## src/rtl/mem_port_arbiter.sv

```systemverilog
`default_nettype none
// ============================================================================
// Module   : mem_port_arbiter
// Purpose  : Shares one memory port between the fetch (IF) and MEM-stage (ME)
//            requesters. ME has fixed priority, one transaction in flight.
// Options  : ARB_TIMEOUT_EN adds a REQ/WAIT watchdog with an err pulse.
// Revision : 1.0 - initial release
// ============================================================================
module mem_port_arbiter #(
    parameter int ADDR_W      = 32,
    parameter int DATA_W      = 32,
    parameter int TIMEOUT_CYC = 64
) (
    input  logic                clk,
    input  logic                rst,

    input  logic                if_req_i,
    input  logic [ADDR_W-1:0]   if_addr_i,
    input  logic                if_flush_i,
    output logic                if_rvalid_o,
    output logic [DATA_W-1:0]   if_rdata_o,
    output logic                if_stall_o,

    input  logic                me_req_i,
    input  logic                me_we_i,
    input  logic [ADDR_W-1:0]   me_addr_i,
    input  logic [DATA_W-1:0]   me_wdata_i,
    input  logic [DATA_W/8-1:0] me_be_i,
    output logic                me_rvalid_o,
    output logic [DATA_W-1:0]   me_rdata_o,
    output logic                me_stall_o,

    output logic                mem_req_o,
    output logic                mem_we_o,
    output logic [ADDR_W-1:0]   mem_addr_o,
    output logic [DATA_W-1:0]   mem_wdata_o,
    output logic [DATA_W/8-1:0] mem_be_o,
    input  logic                mem_gnt_i,
    input  logic                mem_rvalid_i,
    input  logic [DATA_W-1:0]   mem_rdata_i,

    output logic                err_o
);

    localparam int BE_W = DATA_W / 8;

    typedef enum logic [1:0] {
        ST_IDLE = 2'd0,
        ST_REQ  = 2'd1,
        ST_WAIT = 2'd2
    } state_t;

    state_t              state_q;
    logic                owner_me_q;
    logic                kill_q;
    logic                we_q;
    logic [ADDR_W-1:0]   addr_q;
    logic [DATA_W-1:0]   wdata_q;
    logic [BE_W-1:0]     be_q;
    logic                if_rvalid_q;
    logic                me_rvalid_q;
    logic [DATA_W-1:0]   if_rdata_q;
    logic [DATA_W-1:0]   me_rdata_q;

    logic                sel_me;
    logic                sel_if;
    logic                kill_d;
    logic                resp_d;
    logic                tmo;
    logic                end_d;
    logic [DATA_W-1:0]   resp_data_d;

    // A requester pulsing rvalid this cycle is not eligible again until the next one
    assign sel_me = (state_q == ST_IDLE) && me_req_i && !me_rvalid_q;
    assign sel_if = (state_q == ST_IDLE) && !sel_me && if_req_i && !if_rvalid_q;

    // A flush arriving together with the memory response still suppresses it
    assign kill_d = kill_q || (if_flush_i && !owner_me_q && (state_q != ST_IDLE));

    assign resp_d      = (state_q == ST_WAIT) && mem_rvalid_i;
    assign end_d       = resp_d || tmo;
    assign resp_data_d = resp_d ? mem_rdata_i : '0;

`ifdef ARB_TIMEOUT_EN
    localparam int CNT_W = $clog2(TIMEOUT_CYC + 1);

    logic [CNT_W-1:0] cnt_q;
    logic             err_q;

    assign tmo   = (state_q != ST_IDLE) && (cnt_q == CNT_W'(TIMEOUT_CYC - 1));
    assign err_o = err_q;

    always_ff @(posedge clk) begin
        if (rst) begin
            cnt_q <= '0;
            err_q <= 1'b0;
        end else begin
            err_q <= tmo && !resp_d;
            if (state_q == ST_IDLE || end_d) begin
                cnt_q <= '0;
            end else begin
                cnt_q <= cnt_q + CNT_W'(1);
            end
        end
    end
`else
    logic unused_timeout_cfg;

    assign unused_timeout_cfg = (TIMEOUT_CYC != 0);
    assign tmo                = 1'b0;
    assign err_o              = 1'b0;
`endif

    always_ff @(posedge clk) begin
        if (rst) begin
            state_q     <= ST_IDLE;
            owner_me_q  <= 1'b0;
            kill_q      <= 1'b0;
            we_q        <= 1'b0;
            addr_q      <= '0;
            wdata_q     <= '0;
            be_q        <= '0;
            if_rvalid_q <= 1'b0;
            me_rvalid_q <= 1'b0;
            if_rdata_q  <= '0;
            me_rdata_q  <= '0;
        end else begin
            if_rvalid_q <= 1'b0;
            me_rvalid_q <= 1'b0;
            case (state_q)
                ST_IDLE: begin
                    if (sel_me) begin
                        state_q    <= ST_REQ;
                        owner_me_q <= 1'b1;
                        kill_q     <= 1'b0;
                        we_q       <= me_we_i;
                        addr_q     <= me_addr_i;
                        wdata_q    <= me_wdata_i;
                        be_q       <= me_be_i;
                    end else if (sel_if) begin
                        state_q    <= ST_REQ;
                        owner_me_q <= 1'b0;
                        kill_q     <= if_flush_i;
                        we_q       <= 1'b0;
                        addr_q     <= if_addr_i;
                        wdata_q    <= '0;
                        be_q       <= '1;
                    end
                end
                ST_REQ, ST_WAIT: begin
                    kill_q <= kill_d;
                    if (end_d) begin
                        state_q <= ST_IDLE;
                        kill_q  <= 1'b0;
                        if (owner_me_q) begin
                            me_rvalid_q <= 1'b1;
                            me_rdata_q  <= resp_data_d;
                        end else if (!kill_d) begin
                            if_rvalid_q <= 1'b1;
                            if_rdata_q  <= resp_data_d;
                        end
                    end else if (state_q == ST_REQ && mem_gnt_i) begin
                        state_q <= ST_WAIT;
                    end
                end
                default: begin
                    state_q <= ST_IDLE;
                    kill_q  <= 1'b0;
                end
            endcase
        end
    end

    assign mem_req_o   = (state_q == ST_REQ);
    assign mem_we_o    = we_q;
    assign mem_addr_o  = addr_q;
    assign mem_wdata_o = wdata_q;
    assign mem_be_o    = be_q;

    assign if_rvalid_o = if_rvalid_q;
    assign if_rdata_o  = if_rdata_q;
    assign me_rvalid_o = me_rvalid_q;
    assign me_rdata_o  = me_rdata_q;

    assign if_stall_o  = if_req_i && !if_rvalid_q;
    assign me_stall_o  = me_req_i && !me_rvalid_q;

endmodule
`default_nettype wire

```

## config.mk

```make
export PLATFORM = sky130hd
export DESIGN_NAME = mem_port_arbiter
export DESIGN_NICKNAME = d
export VERILOG_FILES = /design/src/rtl/mem_port_arbiter.sv
export SDC_FILE = /design/constraint.sdc
export NUM_CORES = 1
export LEC_CHECK = 0
export BUFFER_PORTS_ARGS = -buffer_cell sky130_fd_sc_hd__buf_2
export CORE_ASPECT_RATIO = 1.1
export CORE_UTILIZATION = 44
export DETAILED_ROUTE_END_ITERATION = 10
export GPL_TIMING_DRIVEN = 1
export HOLD_SLACK_MARGIN = 0.12
export MAX_ROUTING_LAYER = met4
export PLACE_DENSITY = 0.79
export SETUP_SLACK_MARGIN = 0.5
export SLEW_MARGIN = 20
export SYNTH_ARGS = -nofsm -noshare
export SYNTH_HDL_FRONTEND = slang
export SYNTH_SLANG_ARGS = --single-unit
```

## constraint.sdc

```tcl
create_clock -name clk -period 2.3 [get_ports clk]
set_clock_uncertainty 0.15 [all_clocks]
set_input_delay 0.345 -clock clk [delete_from_list [all_inputs] [get_ports clk]]
set_output_delay 0.345 -clock clk [all_outputs]
set_load 0.01 [all_outputs]
```

==> flow_summary.json, run 1 <==
{
  "required_ns": 2.49,
  "ioPinCount": 279,
  "cts-root-buf": "clkbuf_16",
  "drv_cap": 0,
  "path_clk_slew_ns": 0.06,
  "seq_power_share_pct": 37.7,
  "antenna_found_initial": 0,
  "start_util_pct": 45.95,
  "first_global_vias": 5563,
  "grt_max_degree": 72,
  "num_vias": 5762,
  "switchingPower_mw": 1.877,
  "hold_class": "in -> reg",
  "gp_congestion": 0.8323,
  "end_kind": "flip-flop",
  "maxSlewViolCount": 0,
  "syn_area_per_cell_um2": 8.522,
  "p_sw_share_pct": 26.19,
  "synth_nets": 744,
  "yosysSeqAreaShare_pct": 54.51,
  "drt_wl_total_um": 17660,
  "synthesis.area_um2": 5105,
  "startpoint_type": "flip-flop",
  "synth_seq_cells": 139,
  "nets": 1083,
  "dp.cells": 982,
  "htreeDepth": 4,
  "ir_worst_vdd_mv": 0.5570,
  "yosysWarnings": 0,
  "die_width_um": 104.7,
  "hpwlAfterDp_um": 10010,
  "setup_viol": 0,
  "power-per-cell-area_nw_per_um2": 872.4,
  "diodes": 0,
  "power_leakage_nw": 3.705,
  "crit_fanout": 4,
  "cts_buffers": 17,
  "power_frac_clock_pct": 42.4,
  "final_layout_size_suffix_gt1_share_pct": 35.54,
  "cts_buffer_depth": 2,
  "whs_path_depth": 3,
  "critPathKind": "reg -> reg",
  "routedWlPerCell_um": 16.08,
  "dr_wl_met3_um": 1126,
  "synth_edf_count": 0,
  "top_layer": "met4",
  "dieArea_um2": 12040,
  "rows": 40,
  "wl_met2_um": 9118,
  "yosys_most_used_dff": "dfxtp_1",
  "wl_met1_um": 6710,
  "grt.overflow.total": 0,
  "finalNonFillerCells": 1098,
  "drtAntennaViolNets": 0,
  "clock_latency_ns": 0.41,
  "r2r_end": "state_q[1]$_SDFFE_PP0P_",
  "cts_num_sinks": 139,
  "grt_pass1_wl_um": 26730,
  "rsz0062_at_grt": "false",
  "p_int_mw": 5.291,
  "synthToLayoutAreaGrowth_pct": 60.96,
  "p_comb_share_pct": 19.8,
  "ys_async_sr_fraction_pct": 0,
  "critical_path_arrival_ns": 1.92,
  "r2r_slack_ns": 0.57,
  "whs_endpoint": "mem_addr_o[21]$_SDFFE_PP0P_",
  "finalHoldViolations": 0,
  "cts_tree": "yes",
  "vias_per_cell": 5.248,
  "ys_types": 32,
  "status": "finished, final reports clean",
  "drc": 0,
  "rr_startpoint": "state_q[1]$_SDFFE_PP0P_",
  "worstHoldStart": "if_addr_i[21]",
  "die_height_um": 115.0,
  "core_um2": 11110,
  "first_pass_iters": 6,
  "reg2regPathDepth": 5,
  "period_share_pct": 75.19,
  "fin_crit_ns": 1.729,
  "holdWs_ns": 0.1328,
  "timing.setup.tns_ns": 0,
  "synthCells": 599,
  "drt-initial-drc-count": 389,
  "track_usage_pct": 29.08,
  "clock.fmax_mhz": 578.2,
  "io_buffers": 277
}
[power groups by stage]
stage,logic (mW),registers (mW),clock network [mW]
2_1_floorplan,0.652,2.83,0
3_3_place_gp,1.19,2.74,0
3_5_place_dp,1.21,2.74,0
4_1_cts,1.37,2.70,3.08
5_1_grt,1.53,2.73,3.21
6_report,1.42,2.71,3.04
[area by class of cell]
cell class / count / area [um2]
repair buffers: 371 / 2441
inverters: 5 / 18.77
clock inverters: 10 / 185.2
multi-input cells: 404 / 2118
well taps: 147 / 183.9
flip-flops and latches: 139 / 2785
fillers: 829 / 2894
clock buffers: 22 / 484.2
[worst max-delay path by stage]
stage	startpoint	endpoint	cells after the start	slack, ns
floorplan	state_q[0]$_SDFFE_PP0P_	if_rdata_o[29]$_SDFFE_PP0P_	7	0.57
global placement	state_q[0]$_SDFFE_PP0P_	mem_addr_o[28]$_SDFFE_PP0P_	7	0.40
detailed placement	state_q[0]$_SDFFE_PP0P_	mem_addr_o[31]$_SDFFE_PP0P_	7	0.33
CTS	state_q[1]$_SDFFE_PP0P_	state_q[1]$_SDFFE_PP0P_	5	0.50
global route	state_q[1]$_SDFFE_PP0P_	state_q[1]$_SDFFE_PP0P_	5	0.49
finish	state_q[1]$_SDFFE_PP0P_	state_q[1]$_SDFFE_PP0P_	5	0.57
[worst max-delay path, cell delays in order, from the launching register on]
cell and delay, ns:
dfxtp_2 0.38, inv_2 0.08, ha_4 0.27, a21boi_2 0.19
or4b_1 0.47, a21oi_1 0.13
[metal layers]
metal  vias to the layer above  global-route usage [%]
met5                         -                       -
met4                         0                   16.15
met3                        65                   7.937
met2                       289                   50.24
met1                      2671                   30.18
li1                       2737                       -
[state kept, by name, indices dropped and copies added (netlist names)]
register     count
mem_be_o         4
mem_we_o         1
state_q          2
owner_me_q       1
mem_wdata_o     32
if_rvalid_o      1
mem_addr_o      32
me_rvalid_o      1
if_rdata_o      32
kill_q           1
me_rdata_o      32
[timing repair]
action,4_1_cts,5_1_grt
endpoints found under the setup margin,75,134
hold endpoints to repair,112,0
gates cloned,1,2
hold buffers,80,0
pin swaps,0,0
gates resized for setup,7,12
buffers inserted,0,1
[cells in the mapped netlist (all sizes together) (2+ instances only)]
| library cell | number | area, um2 |
|---|---|---|
| o221ai | 32 | 280.3 |
| ha | 5 | 62.56 |
| buf | 23 | 131.4 |
| nor2 | 47 | 178.9 |
| clkbuf | 28 | 105.1 |
| nand2b | 4 | 40.04 |
| nand4 | 2 | 12.51 |
| o21ai | 2 | 10.00 |
| dfxtp | 139 | 2783 |
| nor3 | 5 | 25.02 |
| nand2 | 163 | 611.8 |
| a22oi | 33 | 247.7 |
| inv | 5 | 18.76 |
| a21oi | 100 | 511.8 |
[logic make-up after synthesis]
group | count (synthesis) | share of synthesized area (%)
adders and majority gates | 5 | 1.225
muxes | 1 | 0.1961
DFF | 139 | 54.51
and+or+nand+nor | 225 | 17.70
AOI/OAI and AO/OA | 172 | 21.30
buffers and inverters | 56 | 5.000
other | 1 | 0.07346
[metrics by stage]
stage	power (mW)	util, %	setup WS, ns	instance area, um2
after floorplan	3.482	-	0.5668	5105
after global placement	3.933	59.36	0.3992	6595
after detailed placement	3.953	59.36	0.3343	6595
after CTS	7.147	73.07	0.5010	8119
after global routing	7.468	73.95	0.4938	8217
final	7.168	73.95	0.5705	8217
[cells in the final DEF, fill, tap and decap left out, types with 2 or more instances in the layout]
cell type	synthesis	layout
nand2b_4	2	2
buf_2	18	276
nor3_1	5	5
o221ai_1	32	32
dfxtp_2	0	2
clkinv_2	0	2
nor2_1	46	46
ha_1	5	3
dfxtp_1	139	137
bufinv_16	0	5
clkbuf_8	0	4
buf_4	4	4
nand2_1	163	163
ha_4	0	2
nand2b_1	2	2
inv_2	1	4
buf_12	0	6
a21oi_1	99	99
clkbuf_16	0	19
nand4_1	2	2
dlygate4sd3_1	0	80
a22oi_1	33	32
Note: power is estimated with default switching activity, not from simulation.
==> inputs of run 2 (changes only) <==
--- a/config.mk
+++ b/config.mk
@@ -5,14 +5,15 @@
 export SDC_FILE = /design/constraint.sdc
 export NUM_CORES = 1
 export LEC_CHECK = 0
+export ABC_AREA = 1
 export BUFFER_PORTS_ARGS = -buffer_cell sky130_fd_sc_hd__buf_2
 export CORE_ASPECT_RATIO = 1.1
-export CORE_UTILIZATION = 44
+export CORE_UTILIZATION = 40
 export DETAILED_ROUTE_END_ITERATION = 10
 export GPL_TIMING_DRIVEN = 1
 export HOLD_SLACK_MARGIN = 0.12
 export MAX_ROUTING_LAYER = met4
-export PLACE_DENSITY = 0.79
+export PLACE_DENSITY = 0.76
 export SETUP_SLACK_MARGIN = 0.5
 export SLEW_MARGIN = 20
 export SYNTH_ARGS = -nofsm -noshare
==> constraint.sdc (replaced) <==
create_clock -name clk -period 1.44 [get_ports clk]
set_clock_uncertainty 0.15 [all_clocks]
set_input_delay 0.216 -clock clk [delete_from_list [all_inputs] [get_ports clk]]
set_output_delay 0.216 -clock clk [all_outputs]
set_load 0.01 [all_outputs]
==> run 2 against run 1 <==
The flow now finishes with violations (negative hold slack, negative setup slack). Synthesized area rose by 1.9%. Largest cell class is now non-clock buffers. Critical path depth increased by 3. Fmax down 5.5%. Critical endpoint is now mem_wdata_o[19]$_SDFFE_PP0P_. Final cell count is 15% higher. Clock-buffer cell count shrank 1. Core utilization increased by 14 points. Clock power increased by 33%. Largest power group is now combinational logic.
==> flow_summary.json, run 2 <==
{
  "crit_fanout": 5,
  "yosysSeqAreaShare_pct": 53.49,
  "gp_congestion": 0.8366,
  "htreeDepth": 4,
  "routedWlPerCell_um": 23.98,
  "met3_usage_pct": 9.005,
  "maxSlewViolCount": 0,
  "antenna_found_initial": 3,
  "setup_viol": 141,
  "synth_seq_cells": 139,
  "ir_worst_vdd_mv": 1.274,
  "die_height_um": 121.6,
  "crit_chain": "inv_4, ha_4, inv_2, nor2_4, buf_12, clkbuf_16, nand2_1, a21oi_1",
  "first_global_vias": 6295,
  "power_mw": 18.30,
  "cpPeakStageDelay_ns": 0.37,
  "critPathKind": "reg -> reg",
  "cts_buffer_depth": 2,
  "drc": 0,
  "synthCells": 646,
  "synthToLayoutAreaGrowth_pct": 113.2,
  "power_leakage_nw": 4.936,
  "path_clk_slew_ns": 0.06,
  "die_width_um": 110.7,
  "cts_tree": "yes",
  "clock_latency_ns": 0.42,
  "syn_area_per_cell_um2": 8.053,
  "cts_num_sinks": 139,
  "yosys_most_used_dff": "dfxtp_1",
  "power-per-cell-area_nw_per_um2": 1649,
  "hpwlAfterDp_um": 10940,
  "core_um2": 12640,
  "start_util_pct": 41.15,
  "yosys-top-cells-count": "dfxtp_1 (139), nand2_1 (112), a21oi_1 (102), nor2_1 (74), o21ai_0 (61)",
  "holdWs_ns": -0.04094,
  "nets": 1236,
  "grt.overflow.total": 0,
  "num_vias": 7395,
  "synthesis.area_um2": 5202,
  "synth_top_area_cell": "dfxtp_1",
  "synth_edf_count": 0,
  "cpLargestDelayFamily": "buffers and inverters",
  "hold_class": "in -> reg",
  "synth_area_leaders": "dfxtp_1 (53%), a21oi_1 (9.8%), nand2_1 (8.1%)",
  "met2_usage_pct": 54.04,
  "fin_crit_ns": 1.830,
  "io_buffers": 277,
  "final_common_cell": "buf_2",
  "layout_common_cells": "buf_2 (189), dlygate4sd3_1 (104), buf_6 (98)",
  "first_pass_iters": 6,
  "violations": "negative hold slack, negative setup slack",
  "rows": 43,
  "ioPinCount": 279,
  "drt_wl_total_um": 30310,
  "dieArea_um2": 13470,
  "grt_max_degree": 72,
  "track_usage_pct": 31.40,
  "ys_types": 23,
  "top_usage_layer": "met2",
  "yosysMostFrequentCell": "dfxtp_1",
  "rsz0062_at_grt": "true",
  "worst_slack_ns": -0.3895,
  "status": "finished, violations left",
  "yosysWarnings": 0,
  "finalHoldViolations": 10,
  "use_met1_pct": 32.24,
  "period_share_pct": 127.1,
  "grt_pass1_wl_um": 31880,
  "finalNonFillerCells": 1264,
  "cts_buffers": 17,
  "vias_per_cell": 5.850,
  "startpoint_type": "flip-flop",
  "synth_nets": 791,
  "synth_top_area_share_pct": 53.49,
  "slowest_stage": "dfxtp_4",
  "required_ns": 1.57,
  "cp_num_buf_inv": 4,
  "drtAntennaViolNets": 0,
  "clock.fmax_mhz": 546.6,
  "ys_async_sr_fraction_pct": 0,
  "critical_path_arrival_ns": 1.96,
  "dp.cells": 1057,
  "end_kind": "flip-flop",
  "drv_cap": 0,
  "final_layout_size_suffix_gt1_share_pct": 59.96,
  "cts-root-buf": "clkbuf_16",
  "drt-initial-drc-count": 779
}
## run 2: changes by cell type in the layout (fill, tap and decap cells not counted), sizes merged, moves of 10 or more
cell / delta
clkbuf: +10
buf: +72
o221ai: -32
inv: +12
o22ai: +32
a22oi: -33
o21ai: +66
nand3: +36
dlygate4sd3: +24
nand2: -47
nor2: +29
## run 2: worst reg2reg max path: cells and delay by family (launching register included)
| family | cells | cell delay (ns) |
|---|---|---|
| buf+inv | 4 | 0.45 |
| flops | 1 | 0.37 |
| compound gates | 1 | 0.33 |
| simple gates | 2 | 0.24 |
| fa+ha+maj | 1 | 0.17 |
## run 2: cells by family after synthesis
logic type | Yosys count | share of synthesized area, %
AND/OR/NAND/NOR | 231 | 18.33
other | 1 | 0.07208
AO/OA/AOI/OAI | 202 | 20.20
flip-flops | 139 | 53.49
adder cells (fa/ha/maj) | 5 | 1.203
buffers and inverters | 68 | 6.710
## run 2: layout make-up
| type | instances | area (um2) |
|---|---|---|
| sequential | 139 | 2893 |
| clock buffer | 21 | 460.4 |
| multi-input combinational | 439 | 2934 |
| tap | 157 | 196.4 |
| fill | 556 | 1550 |
| timing repair buffer | 477 | 4439 |
| inverter | 17 | 91.34 |
| antenna | 3 | 7.507 |
| clock inverter | 11 | 71.32 |
## run 2: repair_timing
item | CTS | global route
setup buffers | 17 | 25
endpoints found under the hold margin | 137 | 33
resized for setup | 64 | 342
endpoints found under the setup margin | 277 | 277
hold buffers | 100 | 4
cloned | 10 | 16
pin swaps | 9 | 42
## run 2: worst paths after layout
kind	startpoint	end	slack, ns	depth (start not counted)
worst min-delay path	me_addr_i[8]	mem_addr_o[8]$_SDFFE_PP0P_	-0.04	3
worst min register to register	if_rdata_o[26]$_SDFFE_PP0P_	if_rdata_o[26]$_SDFFE_PP0P_	0.31	2
worst max register to register	state_q[1]$_SDFFE_PP0P_	mem_wdata_o[19]$_SDFFE_PP0P_	-0.39	8
worst max-delay path	state_q[1]$_SDFFE_PP0P_	mem_wdata_o[19]$_SDFFE_PP0P_	-0.39	8
## run 2: metal layers
layer	vias up	routed length (um)
met5	-	0
met4	0	2493
met3	249	2701
met2	597	15260
met1	3472	9851
li1	3077	-
## run 2: report_power, final
group	total (mW)	internal (mW)	switching, mW
logic	9.08	4.49	4.59
registers	5.18	4.61	0.579
clock network	4.03	2.28	1.75
## run 2: stage by stage
step | setup WS, ns | util [%] | TNS, ns | instance area (um2)
after floorplan | -0.09664 | - | -3.646 | 5399
after global placement | -0.1257 | 55.07 | -5.652 | 6963
after detailed placement | -0.1657 | 55.07 | -9.731 | 6963
after CTS | -0.1728 | 72.39 | -10.36 | 9153
after global routing | -0.6616 | 87.74 | -33.56 | 11090
final | -0.3895 | 87.74 | -28.66 | 11090
==> inputs of run 3 (changes only) <==
--- a/config.mk
+++ b/config.mk
@@ -8,12 +8,13 @@
 export ABC_AREA = 1
 export BUFFER_PORTS_ARGS = -buffer_cell sky130_fd_sc_hd__buf_2
 export CORE_ASPECT_RATIO = 1.1
-export CORE_UTILIZATION = 40
+export CORE_MARGIN = 2
+export CORE_UTILIZATION = 48
 export DETAILED_ROUTE_END_ITERATION = 10
 export GPL_TIMING_DRIVEN = 1
 export HOLD_SLACK_MARGIN = 0.12
 export MAX_ROUTING_LAYER = met4
-export PLACE_DENSITY = 0.76
+export PLACE_DENSITY = 0.85
 export SETUP_SLACK_MARGIN = 0.5
 export SLEW_MARGIN = 20
 export SYNTH_ARGS = -nofsm -noshare
==> constraint.sdc (replaced) <==
create_clock -name clk -period 2.28 [get_ports clk]
set_clock_uncertainty 0.15 [all_clocks]
set_input_delay 0.342 -clock clk [delete_from_list [all_inputs] [get_ports clk]]
set_output_delay 0.342 -clock clk [all_outputs]
set_load 0.01 [all_outputs]
==> run 3 against run 2 <==
The run now ends clean. Clock power shrank 24%. Final area is 20% lower. Non-clock buffer count is 42 lower. Combinational power down 67%. Register-to-register slack improved by 0.91 ns. Core utilization shrank 3.1 points. First-iteration DRC count shrank 32%. Power fell by 50%. Sequential power decreased by 40%. Critical path depth down 3. Critical path type is now reg -> out. Critical endpoint is now me_stall_o. Largest cell class unchanged. Highest routed layer unchanged.
==> flow_summary.json, run 3 (synthesis results as in run 2) <==
{
  "io_buffers": 277,
  "finalHoldViolations": 0,
  "critical_path_arrival_ns": 1.27,
  "fin_area_um2": 8884,
  "final_common_cell": "buf_2",
  "grt_pass1_wl_um": 34270,
  "die_height_um": 113.2,
  "hpwlAfterDp_um": 11280,
  "drv_cap": 0,
  "drc": 0,
  "clock.fmax_mhz": 567.1,
  "drt_wl_total_um": 23060,
  "rsz0062_at_grt": "true",
  "track_usage_pct": 39.58,
  "first_pass_iters": 7,
  "hold_class": "in -> reg",
  "drtAntennaViolNets": 0,
  "ioPinCount": 279,
  "cts-root-buf": "clkbuf_16",
  "final_layout_size_suffix_gt1_share_pct": 34.56,
  "cts_num_sinks": 139,
  "grt_max_degree": 47,
  "rr_startpoint": "me_rvalid_o$_SDFF_PP0_",
  "rows": 39,
  "end_kind": "primary output",
  "critPathKind": "reg -> out",
  "period_share_pct": 77.35,
  "power_mw": 9.212,
  "status": "finished, final reports clean",
  "cts_tree": "yes",
  "whs_path_depth": 3,
  "startpoint_type": "flip-flop",
  "reg2regPathDepth": 7,
  "top_usage_layer": "met2",
  "ir_worst_vdd_mv": 0.5588,
  "power-per-cell-area_nw_per_um2": 1037,
  "crit_fanout": 9,
  "maxSlewViolCount": 0,
  "fin_crit_ns": 1.763,
  "holdWs_ns": 0.1451,
  "r2r_end": "mem_wdata_o[27]$_SDFFE_PP0P_",
  "placed_cell_area_um2": 6625,
  "htreeDepth": 4,
  "path_clk_slew_ns": 0.06,
  "drt-initial-drc-count": 533,
  "vias_per_cell": 5.552,
  "timing.setup.tns_ns": 0,
  "antenna_found_initial": 2,
  "num_vias": 6701,
  "die_width_um": 103.3,
  "clock_latency_ns": 0.42,
  "met3_usage_pct": 16.99,
  "r2r_slack_ns": 0.52,
  "required_ns": 1.79,
  "use_met1_pct": 43.09,
  "nets": 1194,
  "cts_buffer_depth": 2,
  "first_global_vias": 6566,
  "routedWlPerCell_um": 19.11,
  "nFillCells": 540,
  "met2_usage_pct": 60.65,
  "timing.critical_path.from": "me_rvalid_o$_SDFF_PP0_",
  "layout_common_cells": "buf_2 (277), dfxtp_1 (136), dlygate4sd3_1 (128)",
  "synthToLayoutAreaGrowth_pct": 70.76,
  "setup_viol": 0,
  "grt.overflow.total": 0,
  "dieArea_um2": 11690,
  "gp_congestion": 0.8756,
  "worstHoldStart": "mem_rvalid_i",
  "core_um2": 10490,
  "whs_endpoint": "me_rvalid_o$_SDFF_PP0_",
  "power_leakage_nw": 4.207,
  "cts_buffers": 17,
  "start_util_pct": 49.59
}
## run 3: metal layers
metal | wire [um] | up-vias
met5 | 0 | -
met4 | 1370 | 0
met3 | 2759 | 127
met2 | 11000 | 515
met1 | 7930 | 3084
li1 | - | 2975
## run 3: power breakdown
part / leakage, nW / internal, mW / switching, mW
registers: 1.14 / 2.86 / 0.259
clock network: 0.316 / 1.98 / 1.09
logic: 2.75 / 1.20 / 1.83
## run 3: how the worst max path moves through the flow
| stage | cells past startpoint | to | slack (ns) |
|---|---|---|---|
| 2_1_floorplan | 8 | me_rdata_o[10]$_SDFFE_PP0P_ | 0.66 |
| 3_3_place_gp | 9 | if_rdata_o[31]$_SDFFE_PP0P_ | 0.43 |
| 3_5_place_dp | 9 | if_rdata_o[16]$_SDFFE_PP0P_ | 0.34 |
| 4_1_cts | 5 | me_stall_o | 0.52 |
| 5_1_grt | 7 | mem_wdata_o[27]$_SDFFE_PP0P_ | 0.45 |
| 6_report | 5 | me_stall_o | 0.52 |
## run 3: final cells by class
cell class / count / area, um2 / share of cell area, %
antenna: 2 / 5.005 / 0.05634
timing repair buffer: 435 / 3049 / 34.32
multi-input combinational: 439 / 2132 / 24.00
clock buffer: 18 / 439.2 / 4.944
sequential: 139 / 2794 / 31.45
inverter: 17 / 66.31 / 0.7465
tap: 143 / 178.9 / 2.014
clock inverter: 14 / 219.0 / 2.465
## run 3: through the flow
step	util, %	setup WS (ns)	std cells
floorplan	-	0.6573	646
global placement	63.15	0.4316	1030
detailed placement	63.15	0.3445	1030
CTS	83.21	0.5158	1194
global route	84.68	0.4520	1207
finish	84.68	0.5165	1207
## run 3: worst max-delay path, cell delays in order, from the launching register on
cell and delay [ns]:
dfxtp_4 0.36, inv_2 0.07, nand2_4 0.09, buf_12 0.15
inv_1 0.06, buf_2 0.12
## run 3: what timing repair did
item                                   in CTS  in global routing
pin swaps                                   1                  3
gates cloned                                2                  0
endpoints found under the hold margin     131                  0
setup buffers                               2                 11
resized for setup                          20                 23
setup endpoints to repair                 103                127
hold buffers                              128                  0
